## src/rtl/fetch_hazard_ctrl.sv

```systemverilog
// ---------------------------------------------------------------------------
// fetch_hazard_ctrl
//
// Pipeline sequencer for the IF stage and the IF/ID and ID/EX registers.
// Each cycle it decides:
//   - the PC update;
//   - whether IF/ID holds or flushes;
//   - whether a bubble goes into ID/EX.
// It arbitrates between these sources:
//   - EX branch redirects;
//   - load-use hazards;
//   - instruction-memory wait states;
//   - halt/resume requests.
// A run of imem wait states that lasts too long traps into a sticky ERROR
// state. Only reset leaves ERROR.
//
// Parameters:
//   IMEM_TIMEOUT  consecutive Imem_ready=0 cycles in RUN before ERROR (0 = off)
//   DRAIN_CYCLES  bubble cycles between halt_req and HALTED (>= 1)
//
// Ports:
//   clk          system clock, rising edge
//   reset        asynchronous, active-low reset
//   MemRead_EX   EX instruction is a load
//   RD_EX        EX destination register
//   RS1_ID       ID source register 1
//   RS2_ID       ID source register 2
//   Use_rs1_ID   ID instruction reads rs1
//   Use_rs2_ID   ID instruction reads rs2
//   PCSrc_EX     branch/jump taken, resolved in EX
//   Imem_ready   instruction memory data valid this cycle
//   halt_req     halt request (pulse or level)
//   resume       leave HALTED
//   PC_write     PC load enable
//   PCSrc        PC mux select (1 = branch target)
//   IF_ID_write  IF/ID register enable
//   IF_ID_flush  load NOP into IF/ID
//   ID_EX_flush  load bubble into ID/EX
//   halted       state is HALTED or ERROR
//   fetch_error  sticky imem timeout flag
//   state        RUN=0, DRAIN=1, HALTED=2, ERROR=3
//
// Optional feature (macro FETCH_HAZARD_PERF_EN) adds two saturating
// performance counters:
//   stall_count  RUN cycles stalled by a load-use hazard or an imem wait
//   flush_count  cycles with PCSrc=1
// ---------------------------------------------------------------------------
module fetch_hazard_ctrl #(
  parameter int IMEM_TIMEOUT = 16,
  parameter int DRAIN_CYCLES = 3
) (
  input  logic        clk,
  input  logic        reset,
  input  logic        MemRead_EX,
  input  logic [4:0]  RD_EX,
  input  logic [4:0]  RS1_ID,
  input  logic [4:0]  RS2_ID,
  input  logic        Use_rs1_ID,
  input  logic        Use_rs2_ID,
  input  logic        PCSrc_EX,
  input  logic        Imem_ready,
  input  logic        halt_req,
  input  logic        resume,
  output logic        PC_write,
  output logic        PCSrc,
  output logic        IF_ID_write,
  output logic        IF_ID_flush,
  output logic        ID_EX_flush,
  output logic        halted,
  output logic        fetch_error,
  output logic [1:0]  state
`ifdef FETCH_HAZARD_PERF_EN
  ,
  output logic [31:0] stall_count,
  output logic [31:0] flush_count
`endif
);

  // The wait counter must be able to hold IMEM_TIMEOUT. Keep at least one
  // bit when the timeout is disabled, so the width is never zero.
  localparam int WaitW  = (IMEM_TIMEOUT > 0) ? $clog2(IMEM_TIMEOUT + 1) : 1;
  localparam int DrainW = (DRAIN_CYCLES > 1) ? $clog2(DRAIN_CYCLES) : 1;

  localparam logic [1:0] ST_RUN    = 2'd0;
  localparam logic [1:0] ST_DRAIN  = 2'd1;
  localparam logic [1:0] ST_HALTED = 2'd2;
  localparam logic [1:0] ST_ERROR  = 2'd3;

  localparam logic [WaitW-1:0]  WaitMax   = '1;
  localparam logic [DrainW-1:0] DrainInit = DrainW'(DRAIN_CYCLES - 1);

  logic [1:0]        state_q, state_d;
  logic [WaitW-1:0]  wait_q, wait_d;
  logic [DrainW-1:0] drain_q, drain_d;
  logic              ferr_q, ferr_d;
  logic              load_use;
  logic              timeout_now;

  assign load_use = MemRead_EX && (RD_EX != 5'd0) &&
                    ((Use_rs1_ID && (RS1_ID == RD_EX)) ||
                     (Use_rs2_ID && (RS2_ID == RD_EX)));

  // Next-state logic and combinational control outputs.
  // In RUN, a branch redirect beats a load-use stall, and a load-use stall
  // beats an imem wait. A halt request still lets the current RUN cycle
  // behave normally. The halt request only redirects the next state, and a
  // simultaneous timeout wins over it.
  always_comb begin
    state_d     = state_q;
    wait_d      = wait_q;
    drain_d     = drain_q;
    ferr_d      = ferr_q;
    timeout_now = 1'b0;
    PC_write    = 1'b0;
    PCSrc       = 1'b0;
    IF_ID_write = 1'b0;
    IF_ID_flush = 1'b0;
    ID_EX_flush = 1'b0;
    halted      = 1'b0;

    case (state_q)
      ST_RUN: begin
        if (PCSrc_EX) begin
          PC_write    = 1'b1;
          PCSrc       = 1'b1;
          IF_ID_write = 1'b1;
          IF_ID_flush = 1'b1;
          ID_EX_flush = 1'b1;
          wait_d      = '0;
        end else if (load_use) begin
          // Freeze PC and IF/ID for this cycle and send a bubble into EX.
          // Next cycle the load has moved on, so the hazard clears by itself.
          ID_EX_flush = 1'b1;
        end else if (!Imem_ready) begin
          IF_ID_write = 1'b1;
          IF_ID_flush = 1'b1;
          wait_d      = (wait_q == WaitMax) ? wait_q : wait_q + WaitW'(1);
          if ((IMEM_TIMEOUT != 0) && ((int'(wait_q) + 1) == IMEM_TIMEOUT)) begin
            timeout_now = 1'b1;
          end
        end else begin
          PC_write    = 1'b1;
          IF_ID_write = 1'b1;
          wait_d      = '0;
        end

        if (timeout_now) begin
          state_d = ST_ERROR;
          ferr_d  = 1'b1;
        end else if (halt_req) begin
          state_d = ST_DRAIN;
          drain_d = DrainInit;
        end
      end

      ST_DRAIN: begin
        ID_EX_flush = 1'b1;
        // Honour a late branch, so fetch restarts from the branch target
        // after resume.
        if (PCSrc_EX) begin
          PC_write    = 1'b1;
          PCSrc       = 1'b1;
          IF_ID_flush = 1'b1;
        end
        if (drain_q == '0) begin
          state_d = ST_HALTED;
        end else begin
          drain_d = drain_q - DrainW'(1);
        end
      end

      ST_HALTED: begin
        ID_EX_flush = 1'b1;
        halted      = 1'b1;
        if (resume) begin
          state_d = ST_RUN;
          wait_d  = '0;
        end
      end

      default: begin
        ID_EX_flush = 1'b1;
        halted      = 1'b1;
      end
    endcase

    // While reset is asserted the pipeline is held with NOPs and bubbles,
    // whatever the inputs are doing.
    if (!reset) begin
      PC_write    = 1'b0;
      PCSrc       = 1'b0;
      IF_ID_write = 1'b0;
      IF_ID_flush = 1'b1;
      ID_EX_flush = 1'b1;
      halted      = 1'b0;
    end
  end

  // State, wait counter, drain counter and the sticky error flag.
  always_ff @(posedge clk or negedge reset) begin
    if (!reset) begin
      state_q <= ST_RUN;
      wait_q  <= '0;
      drain_q <= '0;
      ferr_q  <= 1'b0;
    end else begin
      state_q <= state_d;
      wait_q  <= wait_d;
      drain_q <= drain_d;
      ferr_q  <= ferr_d;
    end
  end

  assign state       = state_q;
  assign fetch_error = ferr_q;

`ifdef FETCH_HAZARD_PERF_EN
  logic [31:0] stall_q, flush_q;
  logic        stall_inc;

  // A RUN cycle stalls when it falls to the load-use or imem-wait branch,
  // which means no branch redirect is present.
  assign stall_inc = (state_q == ST_RUN) && !PCSrc_EX && (load_use || !Imem_ready);

  // Saturating counters. Only reset clears them.
  always_ff @(posedge clk or negedge reset) begin
    if (!reset) begin
      stall_q <= '0;
      flush_q <= '0;
    end else begin
      if (stall_inc && (stall_q != 32'hFFFF_FFFF)) begin
        stall_q <= stall_q + 32'd1;
      end
      if (PCSrc && (flush_q != 32'hFFFF_FFFF)) begin
        flush_q <= flush_q + 32'd1;
      end
    end
  end

  assign stall_count = stall_q;
  assign flush_count = flush_q;
`endif

endmodule

```

## config.mk

```make
export PLATFORM = sky130hd
export DESIGN_NAME = fetch_hazard_ctrl
export DESIGN_NICKNAME = d
export VERILOG_FILES = /design/src/rtl/fetch_hazard_ctrl.sv
export SDC_FILE = /design/constraint.sdc
export NUM_CORES = 1
export LEC_CHECK = 0
export BUFFER_PORTS_ARGS = -buffer_cell sky130_fd_sc_hd__buf_2
export CAP_MARGIN = 30
export CORE_MARGIN = 1.5
export CORE_UTILIZATION = 52
export CTS_CLUSTER_SIZE = 20
export DETAILED_ROUTE_END_ITERATION = 16
export GPL_TIMING_DRIVEN = 0
export PLACE_DENSITY = 0.84
export SLEW_MARGIN = 40
export SYNTH_ARGS = -nofsm -noshare
export SYNTH_HDL_FRONTEND = slang
export SYNTH_SLANG_ARGS = --single-unit
```

## constraint.sdc

```tcl
create_clock -name clk -period 3.9 [get_ports clk]
set_clock_uncertainty 0.2 [all_clocks]
set_input_delay 0.585 -clock clk [delete_from_list [all_inputs] [get_ports clk]]
set_output_delay 0.585 -clock clk [all_outputs]
set_load 0.01 [all_outputs]
```

==> results.md <==
* Run status: finished, final reports clean
* RD Place Congestion at 0.820
* Max-cap violations at 0
* Clk Latency, worst-skew pair at about 0.27 ns
* Fin area at between 1000 and 1500 µm²
* CTS resizes at 0
* DRT iter0 DRCs at 15
* Ant. Diodes at 0
* DP HPWL at around 1600 µm
* DP Cell Count at ~150
* Synth async-reset ratio at 1.00
* Largest net degree at the start of global routing at 17
* Fmax at 341 MHz
* Worst R2R Setup Slack at 1.51 ns
* Die Area at between 2000 and 2500 µm²
* Met3 Use GR at 0.0480
* Layout cell share with drive strength beyond 1 at 0.343
* # setup viols final at 0
* First-pass GRT wire length at 3410 µm
* Worst hold path type: flop to flop
* Final ANT Viol Nets at 0
* Vias in the first global route at around 830
* Initial antenna violation count at 0
* Critical Path Start Type: input port
* Worst slew pin tran at 0.708 ns
* Pwr dens at ~520 nW/µm²
* CP Capture Type: output port
* Critical path cell sequence: buf_2 -> xor2_1 -> nor4_1 -> a32oi_1 -> or2_2 -> a41o_1 -> buf_2
* EDFF count, synth at 0
* Syn_area_per_cell at 9.37 µm²
* Worst R2R Path Depth at 8
* Cell Rows at 15
* Mapped Nets at 130
* TNS Setup at 0 ns
* Max Buffers Root-to-Sink at 2
* Hold Path End: fetch_error
* Worst EP required at about 3.1 ns
* Vias at ~900
* Area grow syn2layout at 24.3%
* YS warnings at 0
* Min Tclk post-route at around 2.9 ns
* VDD IR max at 392 µV
* Layout Cells excl Fill at ~150
* Final Max Tran Viols at 0
* Port-buffer cells at 31
* CTS sink cnt at 10
* Wire per inst at roughly 14 µm
* Crit path max fanout at 4
* Layout Utilization at 0.676
* Boundary Pins at 33
* Final net count at 167
* Clk pin slew, worst setup/hold paths at 0.07 ns
* Grt met1 use at 0.253
* CTS tree: yes
* Drt pass-1 iters at 4
* Vias per inst at 5.80
* RSZ-0062 raised after global routing: no
* CP Class: input port to output port
* Ys flop type: dfrtp_1
* Worst r2r dst: state[1]
* Cell variety after synth at 42
* Gr ovfl total at 0
* Min-delay src: fetch_error
* #FFs+latches synth at 10
* CTS Buf Count at 3
* Max-slew headroom at 0.523
* Worst Hold Path Cells at 1
* Sequential share of the synthesized area at 0.272
* Lkg Pwr at around 0.6 nW
* Initial Util at 0.544
* Dpl cell area at between 1000 and 1500 µm²
* Mapped Area at roughly 920 µm²
* Drt drc at 0
* Final worst path period share at 0.752
* CP max-delay cell: or2_2
* Met2 usage in global routing at 0.409
* Worst EP arrival at approximately 2.2 ns
* Total Routed Length at roughly 2100 µm
* Core area at 1690 µm²
* Grt peak-use layer: met2
* CTS H-tree depth at 1
* CP most frequent cell: buf_2
* Synthesized instance count at between 90 and 100
* CP max stage delay at roughly 0.37 ns
* Die extent in x at about 45 µm
* Worst r2r src: wait_q[0]
* CTS root buffer: clkbuf_4
* Total track usage at 0.232
* Die Y at between 40 and 50 µm
* Final Hold Viols at 0
==> cells in the final DEF, fill, tap and decap left out, types with 2 or more instances in the layout <==
cell type	n
nor2_1	3
nor4_1	2
nor3_1	3
inv_1	6
mux2i_1	5
nand2_1	8
nand3_1	5
nor2b_1	2
dfrtp_1	10
clkbuf_4	3
ha_1	8
xnor2_1	3
o21ai_0	5
and3_1	2
buf_2	32
xor2_1	8
==> what timing repair did <==
action                                  CTS  global route
setup buffers                             0             0
endpoints found under the hold margin     6             0
endpoints found under the setup margin    0             0
hold buffers                              1             0
==> sequential cells by signal, indices dropped and copies added, names as in the netlist <==
signal and cells:
state 2, wait_q 5, fetch_error 1, drain_q 2
==> cell usage after synthesis (2+ instances only) <==
| cell | count | area (µm²) |
|---|---|---|
| nand2_1 | 8 | 30.0 |
| and3_1 | 2 | 12.5 |
| dfrtp_1 | 10 | 250 |
| nor3_1 | 3 | 15.0 |
| xnor2_1 | 3 | 26.3 |
| nor4_1 | 2 | 12.5 |
| o21ai_0 | 5 | 25.0 |
| ha_1 | 8 | 100 |
| inv_1 | 6 | 22.5 |
| nor2b_1 | 2 | 12.5 |
| xor2_1 | 8 | 70.1 |
| nand3_1 | 5 | 25.0 |
| mux2i_1 | 5 | 50.1 |
| nor2_1 | 3 | 11.3 |
==> cells by family (layout without fill, tap and decap cells) <==
kind of cell / Yosys count / count (layout) / synth area share
xor gates and xnor gates: 11 / 11 / 0.105
AOI/OAI and AO/OA: 20 / 20 / 0.202
muxes: 5 / 5 / 0.0545
buffers and inverters: 8 / 44 / 0.0381
adders and majority gates: 8 / 8 / 0.109
and+or+nand+nor: 36 / 36 / 0.219
DFF: 10 / 10 / 0.272
==> power breakdown <==
| part | switching (mW) | internal, mW |
|---|---|---|
| logic | 0.191 | 0.153 |
| clock network | 0.0410 | 0.0568 |
| registers | 0.0223 | 0.132 |
| total | 0.254 | 0.341 |
==> final cells by class <==
| type | count | area [µm²] |
|---|---|---|
| sequential | 10 | 250 |
| buffer | 2 | 12.5 |
| fill | 132 | 548 |
| multi-input combinational | 80 | 633 |
| inverter | 6 | 22.5 |
| timing repair buffer | 32 | 165 |
| tap | 17 | 21.3 |
| clock buffer | 4 | 36.3 |
==> stage by stage <==
| step | power, mW | setup slack (ns) | hold slack (ns) |
|---|---|---|---|
| final | 0.595 | 0.966 | 0.280 |
| after global routing | 0.647 | 0.917 | 0.297 |
| after CTS | 0.599 | 0.973 | 0.284 |
| after detailed placement | 0.496 | 0.977 | 0.261 |
| after global placement | 0.481 | 1.03 | 0.258 |
| after floorplan | 0.406 | 1.36 | 0.0894 |
==> how the worst max path moves through the flow <==
stage | startpoint | to | slack (ns)
2_1_floorplan | RD_EX[3] | PC_write | 1.36
3_3_place_gp | RD_EX[3] | PC_write | 1.03
3_5_place_dp | RD_EX[3] | PC_write | 0.98
4_1_cts | RD_EX[3] | PC_write | 0.97
5_1_grt | RD_EX[3] | PC_write | 0.92
6_report | RD_EX[3] | PC_write | 0.97
==> critical path: cells and delay by family <==
family,cells,cell delay (ns)
AOI/OAI and AO/OA,2,0.48
and+or+nand+nor,2,0.67
xor gates and xnor gates,1,0.15
buffers and inverters,2,0.25
==> metal layers <==
metal / vias up / wire, µm
li1: 433 / -
met1: 405 / 909
met2: 33 / 973
met3: 5 / 150
met4: 0 / 41
met5: - / 0
No activity file was read; power rests on OpenSTA's default activity.
